===== config.mk =====
export PLATFORM = sky130hd
export DESIGN_NAME = delay_arbiter_flat
export DESIGN_NICKNAME = d
export VERILOG_FILES = /design/src/rtl/delay_arbiter_if.sv /design/src/rtl/delay_arbiter.sv /design/src/flat_wrapper.sv
export SDC_FILE = /design/constraint.sdc
export NUM_CORES = 1
export LEC_CHECK = 0
export ABC_AREA = 1
export CORE_MARGIN = 4
export CORE_UTILIZATION = 45
export DETAILED_ROUTE_END_ITERATION = 8
export SYNTH_ARGS = -nofsm -noshare
export SYNTH_HDL_FRONTEND = slang
export SYNTH_SLANG_ARGS = --single-unit

===== constraint.sdc =====
create_clock -name clk_50M -period 2.4 [get_ports clk_50M]
set_input_delay 0.48 -clock clk_50M [delete_from_list [all_inputs] [get_ports clk_50M]]
set_output_delay 0.48 -clock clk_50M [all_outputs]
set_load 0.01 [all_outputs]

===== src/rtl/delay_arbiter_if.sv =====
// Request/grant bundle between the game controllers and the shared delay timer.
// The master side drives requests and abort; the slave side is the arbiter.
interface delay_arbiter_if #(
  parameter int N_REQ = 3,
  parameter int CNT_W = 12
);
  logic [N_REQ-1:0] i_Req;
  logic             i_Abort;
  logic [N_REQ-1:0] o_Grant;
  logic [N_REQ-1:0] o_Done;
  logic             o_Busy;
  logic [CNT_W-1:0] o_Count;

  modport master (
    output i_Req, i_Abort,
    input  o_Grant, o_Done, o_Busy, o_Count
  );

  modport slave (
    input  i_Req, i_Abort,
    output o_Grant, o_Done, o_Busy, o_Count
  );
endinterface


===== src/rtl/delay_arbiter.sv =====
// Round-robin owner of the single game delay: times TICKS x DIV clk_50M cycles
// for one requester at a time, using an internal prescaler instead of a 2 kHz clock.
module delay_arbiter #(
  parameter int N_REQ = 3,
  parameter int DIV   = 25000,
  parameter int TICKS = 4000,
  parameter int CNT_W = 12
) (
  input  logic             clk_50M,
  input  logic             i_Reset_n,
  delay_arbiter_if.slave   bus
);
  localparam int PW = (DIV > 1) ? $clog2(DIV) : 1;
  localparam int IW = $clog2(N_REQ);

  typedef enum logic [1:0] {S_IDLE, S_RUN, S_DONE} state_t;

  state_t           r_state;
  logic [IW-1:0]    r_ptr;
  logic [IW-1:0]    r_cur;
  logic [PW-1:0]    r_presc;
  logic [CNT_W-1:0] r_count;
  logic [N_REQ-1:0] r_grant;
  logic [N_REQ-1:0] r_done;
  logic             r_busy;

  logic             w_found;
  logic [IW-1:0]    w_win;
  logic [IW-1:0]    w_cur_next;
  logic             w_abort;
  logic             w_wrap;

  // First requester at or after the pointer, wrapping around.
  always_comb begin
    w_found = 1'b0;
    w_win   = '0;
    for (int k = 0; k < N_REQ; k++) begin
      int idx;
      idx = (int'(r_ptr) + k) % N_REQ;
      if (!w_found && bus.i_Req[idx]) begin
        w_found = 1'b1;
        w_win   = IW'(idx);
      end
    end
  end

  assign w_cur_next = (r_cur == IW'(N_REQ - 1)) ? '0 : r_cur + 1'b1;
  assign w_abort    = bus.i_Abort || !bus.i_Req[r_cur];
  assign w_wrap     = (r_presc == PW'(DIV - 1));

  always_ff @(posedge clk_50M or negedge i_Reset_n) begin
    if (!i_Reset_n) begin
      r_state <= S_IDLE;
      r_ptr   <= '0;
      r_cur   <= '0;
      r_presc <= '0;
      r_count <= '0;
      r_grant <= '0;
      r_done  <= '0;
      r_busy  <= 1'b0;
    end else begin
      case (r_state)
        S_IDLE: begin
          r_done <= '0;
          if (w_found) begin
            r_state <= S_RUN;
            r_cur   <= w_win;
            r_grant <= N_REQ'(1) << w_win;
            r_presc <= '0;
            r_count <= '0;
            r_busy  <= 1'b1;
          end
        end
        S_RUN: begin
          // Abort wins over a completion falling on the same edge.
          if (w_abort) begin
            r_state <= S_IDLE;
            r_grant <= '0;
            r_count <= '0;
            r_presc <= '0;
            r_busy  <= 1'b0;
            r_ptr   <= w_cur_next;
          end else if (w_wrap) begin
            r_presc <= '0;
            r_count <= r_count + 1'b1;
            if (r_count == CNT_W'(TICKS - 1)) begin
              r_state <= S_DONE;
              r_done  <= N_REQ'(1) << r_cur;
              r_ptr   <= w_cur_next;
            end
          end else begin
            r_presc <= r_presc + 1'b1;
          end
        end
        S_DONE: begin
          r_state <= S_IDLE;
          r_grant <= '0;
          r_done  <= '0;
          r_busy  <= 1'b0;
        end
        default: r_state <= S_IDLE;
      endcase
    end
  end

  assign bus.o_Grant = r_grant;
  assign bus.o_Done  = r_done;
  assign bus.o_Busy  = r_busy;
  assign bus.o_Count = r_count;
endmodule


===== src/flat_wrapper.sv =====
// flat-port wrapper written by rule: the top's interface ports become plain ports
module delay_arbiter_flat 
#(
  parameter int N_REQ = 3,
  parameter int DIV   = 25000,
  parameter int TICKS = 4000,
  parameter int CNT_W = 12
)
  (clk_50M, i_Reset_n, bus_i_Req, bus_i_Abort, bus_o_Grant, bus_o_Done, bus_o_Busy, bus_o_Count);
  delay_arbiter_if #(.N_REQ(N_REQ), .CNT_W(CNT_W)) bus_i ();
  input  logic clk_50M;
  input  logic i_Reset_n;
  input wire logic [$bits(bus_i.i_Req)-1:0] bus_i_Req;
  input wire logic [$bits(bus_i.i_Abort)-1:0] bus_i_Abort;
  output wire logic [$bits(bus_i.o_Grant)-1:0] bus_o_Grant;
  output wire logic [$bits(bus_i.o_Done)-1:0] bus_o_Done;
  output wire logic [$bits(bus_i.o_Busy)-1:0] bus_o_Busy;
  output wire logic [$bits(bus_i.o_Count)-1:0] bus_o_Count;
  assign bus_i.i_Req = bus_i_Req;
  assign bus_i.i_Abort = bus_i_Abort;
  assign bus_o_Grant = bus_i.o_Grant;
  assign bus_o_Done = bus_i.o_Done;
  assign bus_o_Busy = bus_i.o_Busy;
  assign bus_o_Count = bus_i.o_Count;
  delay_arbiter #(.N_REQ(N_REQ), .DIV(DIV), .TICKS(TICKS), .CNT_W(CNT_W)) u_core (.clk_50M(clk_50M), .i_Reset_n(i_Reset_n), .bus(bus_i));
endmodule

Word-level counts from Yosys, hierarchy flattened
Cells that the tools add are included.
{ "totals": {"reg_bits": 40, "input_bits": 6, "out_inout_bits": 19, "word_cells": 98} }
{ "classes": {"add_sub_neg": 5, "div": 3, "magnitude_cmp": 4, "n_eq_ne": 12, "shift": 2, "n_mux": 44, "n_reduce_logical": 20} }
{ "ops": {"columns": ["op", "n"], "rows": [
  ["$lt 32x4->1 const B", 3],
  ["$mod 32x3->32 const B", 2],
  ["$mux 15", 3],
  ["$mux 12", 3],
  ["$mod 3x3->32 const B", 1],
  ["$pmux 15 s2", 1],
  ["$pmux 12 s2", 1],
  ["$mux 2", 11],
  ["$add 15x1->15 const B", 1],
  ["$eq 15x15->1 const B", 1],
  ["$mux 3", 5],
  ["$add 12x1->12 const B", 1],
  ["$eq 12x12->1 const B", 1],
  ["$mux 1", 12],
  ["$reduce_and 3->1", 4],
  ["$pmux 3 s3", 1],
  ["$bmux 1 s2", 4],
  ["$ne 2x1->1 const B", 4],
  ["$reduce_bool 2->1", 4],
  ["$ne 3x1->1 const B", 2],
  ["$pmux 3 s2", 1],
  ["$shl 1x2->3 const A", 2],
  ["$eq 2x2->1 const B", 2],
  ["$pmux 2 s2", 1],
  ["other kinds (15)", 19]
]} }

Depth between registers and ports, before layout
Gate-level depths: netlist of run 1.
{ "logic_depth": {"ltp_word": 14, "mapped_depth": 14, "ltp_nobuf": 13} }

Worst setup path before layout of run 1
Ideal clock, no wire load.
{ "synth_path": {"kind": "reg2reg", "start": "reg u_core.r_ptr[0]", "end": "reg u_core.r_presc[2]", "setup_time_ns": 0.118, "t_arrival_ns": 1.730, "required_ns": 2.282, "setup_slack_ns": 0.552, "path_stages_with_launch": 13, "path_buffers": 2, "synth_period_minus_slack_ns": 1.848, "cell_sequence": "dfrtp_1 -> inv_1 -> ha_1 -> o21ai_0 -> nand2_2 -> nand3_2 -> nand2_2 -> nand2_4 -> buf_6 -> inv_8 -> buf_12 -> nand2_2 -> o21ai_2"} }
{ "synth_via": {"elab_chain_cells": 13, "elab_cells_between_ends": 23, "classes_between": "add/sub: 2; div: 3; eq/ne: 1; mux: 12; reduce/logical: 5"} }
{ "synth_rtl": {"columns": ["item", "line_no", "source"], "rows": [
  ["start, declared", "delay_arbiter.sv:19", "logic [IW-1:0] r_ptr;"],
  ["start signal, assigned", "delay_arbiter.sv:82", "r_ptr <= w_cur_next;"],
  ["start signal, assigned", "delay_arbiter.sv:89", "r_ptr <= w_cur_next;"],
  ["branches (longest 10 deep; another with $mod 32x3->32)", null, null],
  ["$mux 1 *", "delay_arbiter.sv:40", "if (!w_found && bus.i_Req[idx]) begin"],
  ["$ne 2x1->1 (no line) *", null, null],
  ["$reduce_and 2->1 (no line) *", null, null],
  ["end signal, assigned", "delay_arbiter.sv:92", "r_presc <= r_presc + 1'b1;"],
  ["end, declared", "delay_arbiter.sv:21", "logic [PW-1:0] r_presc;"]
]} }
Every way passes the cells marked *. The select of a mux whose other input is x is not followed.
A chain may end at the register's enable or synchronous reset.

Worst setup path in the final report of run 1
{ "layout_path": {"start": "reg u_core.r_ptr[0]", "end": "reg u_core.r_count[7], in the netlist u_core.bus.o_Count[7]"} }
{ "layout_via": {"elab_chain_cells": 13, "elab_cells_between_ends": 23, "classes_between": "add/sub: 2; div: 3; eq/ne: 1; mux: 12; reduce/logical: 5"} }
{ "layout_rtl": {"columns": ["item", "line_no", "source"], "rows": [
  ["branches (longest 10 deep; another with $mod 32x3->32)", null, null],
  ["$mux 1 *", "delay_arbiter.sv:40", null],
  ["$ne 2x1->1 (no line) *", null, null],
  ["$reduce_and 3->1 (no line) *", null, null],
  ["end signal, assigned", "delay_arbiter.sv:85", "r_count <= r_count + 1'b1;"],
  ["end, declared", "delay_arbiter.sv:22", "logic [CNT_W-1:0] r_count;"]
]} }
Marks and branches as above.

==> results_dict.tcl, run 1 <==
set metrics [dict create \
    rsz0062_at_grt "no" \
    numPortBuffers 24 \
    power.density_nw_per_um2 860 \
    fillers 623 \
    vias 2554 \
    yosys.area_share.simple 0.390 \
    power_leakage_nw 1.49 \
    cts_tree "done" \
    synth-compound-area-share 0.0788 \
    place_congestion 0.839 \
    setup_ws_ps 377 \
    slew-limit-headroom 0.627 \
    synth_top_family_by_area "simple AND/OR/NAND/NOR gates" \
    cts-buffers-inserted 5 \
    synth.ff_latch_count 40 \
    synth_ff_type "dfrtp_1" \
    drc 0 \
    hold_viol_final 0 \
    vdd_drop_max_v 0.000608 \
    ys_seq_area_frac 0.350 \
    initial_core_util 0.474 \
    track_usage 0.181 \
    drt-pass1-iter-count 4 \
    clock_path_buffers 2 \
    worstReg2RegStart "u_core.r_ptr[0]$_DFFE_PN0P_" \
    drtAntennaViolNets 0 \
    core_area_um2 6030 \
    via_per_inst 5.11 \
    drv_cap 0 \
    status "finished clean" \
    synth_edf_count 0 \
    syn_avg_cell_area_um2 7.14 \
    power.share.switching 0.493 \
    postCtsSetupRepairBufs 0 \
    htree_num_levels 2 \
    synth-adder-area-share 0.0438 \
    worst_pin_slew_ps 559 \
    syn_nets 416 \
    synthCells 400 \
    drive_above_1_share 0.122 \
    drtIter0Drc 93 \
    internal_power_w 0.00140 \
    antenna_found_initial 0 \
    reg2regPathDepth 10 \
    clkPwrFrac 0.158 \
    wl_per_cell_um 12.8 \
    seq_power_share 0.305 \
    yosysUniqueCellTypes 26 \
    synth_xor_xnor_area_share 0.0307 \
    critPathKind "reg2reg" \
    grt_pass1_vias 2437 \
    nets 441 \
    die_area_um2 7690 \
    start_kind "flop" \
    grt-ovfl-total 0 \
    dpl.hpwl_mm 4.80 \
    period_minus_slack_ps 2020 \
    power_frac_comb 0.537 \
    clock_sinks 40 \
    required_ps 2570 \
    clkLatencyLatePin_ps 290 \
    synth_area_um2 2860 \
    hold_class "in2async" \
    netSwitchingPower_w 0.00136 \
    area.growth.synth_to_final_pct 12.6 \
    die_w_um 87.7 \
    grt_max_degree 25 \
    crit_path_max_fanout 24 \
    ys_warn_count 0 \
    clock-skew-final_ps 6.49 \
    setup_tns_ps 0 \
    end_kind "flop" \
    critPathLaunch "u_core.r_ptr[0]$_DFFE_PN0P_" \
    grt_pass1_wl_mm 11.1 \
    ioPinCount 25 \
    rows 28 \
    period_share 0.843 \
    hold_buffers 0 \
    fp.dieH_um 87.7 \
    drt_wl_total_mm 6.38 \
    cts.clk_slew.worst_paths_ps 80 \
    cts_resized 0 \
    async_flop_share 1.00 \
    final_common_cell "nand2_1" \
    final_cell_mix "nand2_1, inv_1, dfrtp_1" \
    drv_slew 0 \
    worstPathArrival_ps 2190 \
    synth.area.mux_share 0 \
    setup_viol 0 \
    dp_slack_ps 189 \
    clock-root-buffer "clkbuf_8" \
    n_antenna_cell 0 \
    fmax_mhz 494 \
]
==> routing by layer <==
metal | track usage | part of all wire | wire [um]
met4 | 0.0558 | 0.0081 | 52
met2 | 0.287 | 0.46 | 2930
met3 | 0.0329 | 0.032 | 207
met5 | 0 | 0 | 0
met1 | 0.251 | 0.50 | 3190
==> worst max-delay path, cell delays in order, from the launching register on <==
cell and delay (ps):
dfrtp_1 400, inv_1 80, ha_1 410, o21ai_0 230, nand2_2 110, nand3_2 80
nand2_2 70, nand2_4 160, nand2_4 190, nand2_1 100, o21ai_1 70
==> worst paths after layout <==
| kind | to | slack [ps] |
|---|---|---|
| max | u_core.bus.o_Count[7]$_DFFE_PN0P_ | 380 |
| min | u_core.r_presc[13]$_DFFE_PN0P_ | 170 |
| max reg2reg | u_core.bus.o_Count[7]$_DFFE_PN0P_ | 380 |
| min reg2reg | u_core.bus.o_Grant[2]$_DFFE_PN0P_ | 490 |
| max in group asynchronous | u_core.bus.o_Count[8]$_DFFE_PN0P_ | 1680 |
| min in group clk_50M | u_core.bus.o_Grant[2]$_DFFE_PN0P_ | 490 |
==> cells in the mapped netlist, types with 2 or more instances <==
| library cell | instances | area, um^2 |
|---|---|---|
| xor2_1 | 10 | 87.6 |
| buf_12 | 2 | 40.0 |
| nand2_4 | 2 | 22.5 |
| clkbuf_1 | 2 | 7.51 |
| o21ai_0 | 12 | 60.1 |
| nand2_2 | 16 | 100 |
| dfrtp_1 | 40 | 1000 |
| nand4_1 | 29 | 181 |
| nor2_2 | 4 | 25.0 |
| inv_2 | 2 | 7.51 |
| buf_2 | 4 | 20.0 |
| nand3_2 | 3 | 30.0 |
| inv_1 | 49 | 184 |
| nand3_1 | 35 | 175 |
| buf_6 | 3 | 33.8 |
| nand2_1 | 111 | 417 |
| o21ai_1 | 13 | 65.1 |
| nor3_1 | 6 | 30.0 |
| nor2_1 | 32 | 120 |
| ha_1 | 10 | 125 |
| o21ai_2 | 9 | 78.8 |
| or2_2 | 2 | 12.5 |
==> layout make-up <==
cell class / instances / area (um^2) / share of cell area
multi-input combinational: 297 / 1550 / 0.482
sequential: 40 / 1000 / 0.311
timing repair buffer: 29 / 285 / 0.0887
inverter: 52 / 203 / 0.0630
tap: 75 / 93.8 / 0.0292
clock buffer: 5 / 68.8 / 0.0214
clock inverter: 2 / 12.5 / 0.00389
==> registers in the layout, indices dropped and copies added (netlist names) <==
| name | flops |
|---|---|
| u_core.bus.o_Busy | 1 |
| u_core.bus.o_Count | 12 |
| u_core.bus.o_Done | 3 |
| u_core.bus.o_Grant | 3 |
| u_core.r_cur | 2 |
| u_core.r_presc | 15 |
| u_core.r_ptr | 2 |
| u_core.r_state | 2 |
==> logic make-up (layout without fill, tap and decap cells) <==
logic type / after synthesis / after routing
AND/OR/NAND/NOR: 240 / 240
buffers and inverters: 63 / 88
flip-flops: 40 / 40
AO/OA/AOI/OAI: 37 / 37
adder cells (fa/ha/maj): 10 / 10
XOR/XNOR: 10 / 10
==> power groups by stage <==
stage / combinational [W] / clock [W] / sequential (W)
6_report: 0.00148 / 0.000438 / 0.000844
5_1_grt: 0.00168 / 0.000476 / 0.000860
4_1_cts: 0.00150 / 0.000450 / 0.000845
3_5_place_dp: 0.00150 / 0 / 0.000856
3_3_place_gp: 0.00149 / 0 / 0.000856
2_1_floorplan: 0.00132 / 0 / 0.000862
==> through the flow <==
step	utilization	hold slack (ps)	area [um^2]	power, W	cells
5_1_grt	0.534	207	3220	0.00302	500
6_report	0.534	168	3220	0.00277	500
3_5_place_dp	0.520	465	3130	0.00235	493
4_1_cts	0.534	187	3220	0.00280	500
3_3_place_gp	0.520	465	3130	0.00234	493
2_1_floorplan	-	184	2860	0.00218	400
Power figures use the tool's default switching activity.
==> run 2: changes to the inputs <==
clock period = 2.11 ns   (was 2.4 ns; I/O delays follow)
==> run 2 against run 1 <==
Compared with the run above:
- sequential cell count unchanged
- setup slack lost 150 ps
- global-route usage is 0.16 points higher
- worst hold slack improved by 21 ps
- critical path depth grew 2
- total power grew 18%
- cell count is 1.0% higher
- routed wire length rose by 0.69%
- clock power is 25% higher
- critical path type unchanged
==> results_dict.tcl, run 2 (synthesis results as in run 1) <==
set metrics [dict create \
    nets 445 \
    fillers 608 \
    postCtsSetupRepairBufs 0 \
    track_usage 0.182 \
    power_leakage_nw 1.51 \
    drt-pass1-iter-count 6 \
    drv_slew 0 \
    setup_tns_ps 0 \
    grt_pass1_vias 2501 \
    wl_per_cell_um 12.7 \
    grt-ovfl-total 0 \
    drtAntennaViolNets 0 \
    cts-buffers-inserted 5 \
    drtIter0Drc 76 \
    area.growth.synth_to_final_pct 14.1 \
    drv_cap 0 \
    fp.dieH_um 87.7 \
    drc 0 \
    fin_area_um2 3260 \
    required_ps 2290 \
    cts_tree "done" \
    fmax_mhz 530 \
    rows 28 \
    rsz0062_at_grt "no" \
    start_kind "flop" \
    vias 2586 \
    multi_input_area_um2 1570 \
    drt_wl_total_mm 6.43 \
    largest_reg_flops 15 \
    end_kind "flop" \
    r2r-end "u_core.r_presc[6]$_DFFE_PN0P_" \
    worst_pin_slew_ps 533 \
    antenna_found_initial 0 \
    clock_sinks 40 \
    slew-limit-headroom 0.645 \
    grt_max_degree 41 \
    vdd_drop_max_v 0.000716 \
    worstReg2RegStart "u_core.r_ptr[0]$_DFFE_PN0P_" \
    die_w_um 87.7 \
    rrSetupSlack_ps 220 \
    n_antenna_cell 0 \
    power.density_nw_per_um2 1000 \
    clkLatencyLatePin_ps 300 \
    reg2regPathDepth 12 \
    critPathKind "reg2reg" \
    drive_above_1_share 0.135 \
    grt_pass1_wl_mm 11.3 \
    hold_buffers 0 \
    p_total_w 0.00326 \
    numPortBuffers 24 \
    hold_class "in2async" \
    cts.clk_slew.worst_paths_ps 80 \
    clock_path_buffers 2 \
    ioPinCount 25 \
    seqCellArea_um2 1000 \
    die_area_um2 7690 \
    clock-root-buffer "clkbuf_8" \
    period_share 0.894 \
    via_per_inst 5.12 \
    initial_core_util 0.474 \
    place_congestion 0.847 \
    worstPathArrival_ps 2070 \
    critPathLaunch "u_core.r_ptr[0]$_DFFE_PN0P_" \
    final_common_cell "nand2_1" \
    final_cell_mix "nand2_1, inv_1, dfrtp_1" \
    core_area_um2 6030 \
    hold_ws_ps 188 \
    dpl.hpwl_mm 4.63 \
    top_register "u_core.r_presc" \
    crit_path_max_fanout 8 \
    clock-skew-final_ps 5.12 \
    status "finished clean" \
    setup_viol 0 \
    hold_viol_final 0 \
    period_minus_slack_ps 1890 \
    place_area_um2 3150 \
    htree_num_levels 2 \
]
run 2: critical path: stages (launching register included):
cell and delay [ps]:
dfrtp_1 410, inv_1 80, ha_2 410, inv_2 70
nand2_2 60, nand3_2 70, nand2_2 90, nand3_2 90
nand2_2 90, nand2_4 110, buf_4 180, nand3_1 50
o21ai_0 80
run 2: where the power goes:
group	switching, W	internal [W]	leakage (nW)
combinational	0.00121	0.000537	0.915
sequential	0.0000916	0.000870	0.547
clock	0.000280	0.000266	0.0445
total	0.00159	0.00167	1.51
run 2: area by class of cell:
cell class,instances,share of cell area
clock buffer,7,0.0265
inverter,52,0.0622
multi-input combinational,297,0.480
sequential,40,0.307
tap,75,0.0288
timing repair buffer,33,0.0929
clock inverter,1,0.00230
run 2: worst max path at each step:
stage | end | depth (start not counted)
global route | u_core.r_presc[6]$_DFFE_PN0P_ | 12
CTS | u_core.bus.o_Count[11]$_DFFE_PN0P_ | 10
global placement | u_core.bus.o_Count[3]$_DFFE_PN0P_ | 10
detailed placement | u_core.bus.o_Count[6]$_DFFE_PN0P_ | 10
floorplan | u_core.r_presc[2]$_DFFE_PN0P_ | 12
finish | u_core.r_presc[6]$_DFFE_PN0P_ | 12
run 2: stage by stage:
step           std cells  setup WS (ps)   util
2_1_floorplan        400            262      -
3_3_place_gp         497           84.2  0.523
3_5_place_dp         497           22.8  0.523
4_1_cts              505            121  0.539
5_1_grt              505           21.9  0.541
6_report             505            223  0.541
run 2: per-layer routing:
| metal | share of wire | up-vias | GRT usage |
|---|---|---|---|
| li1 | - | 1349 | - |
| met1 | 0.49 | 1182 | 0.240 |
| met2 | 0.47 | 51 | 0.306 |
| met3 | 0.032 | 4 | 0.0357 |
| met4 | 0.0056 | 0 | 0.0488 |
| met5 | 0 | - | 0 |
run 2: repair_timing:
item	in CTS	in global routing
endpoints found under the hold margin	0	0
resized for setup	0	4
setup endpoints to repair	0	16
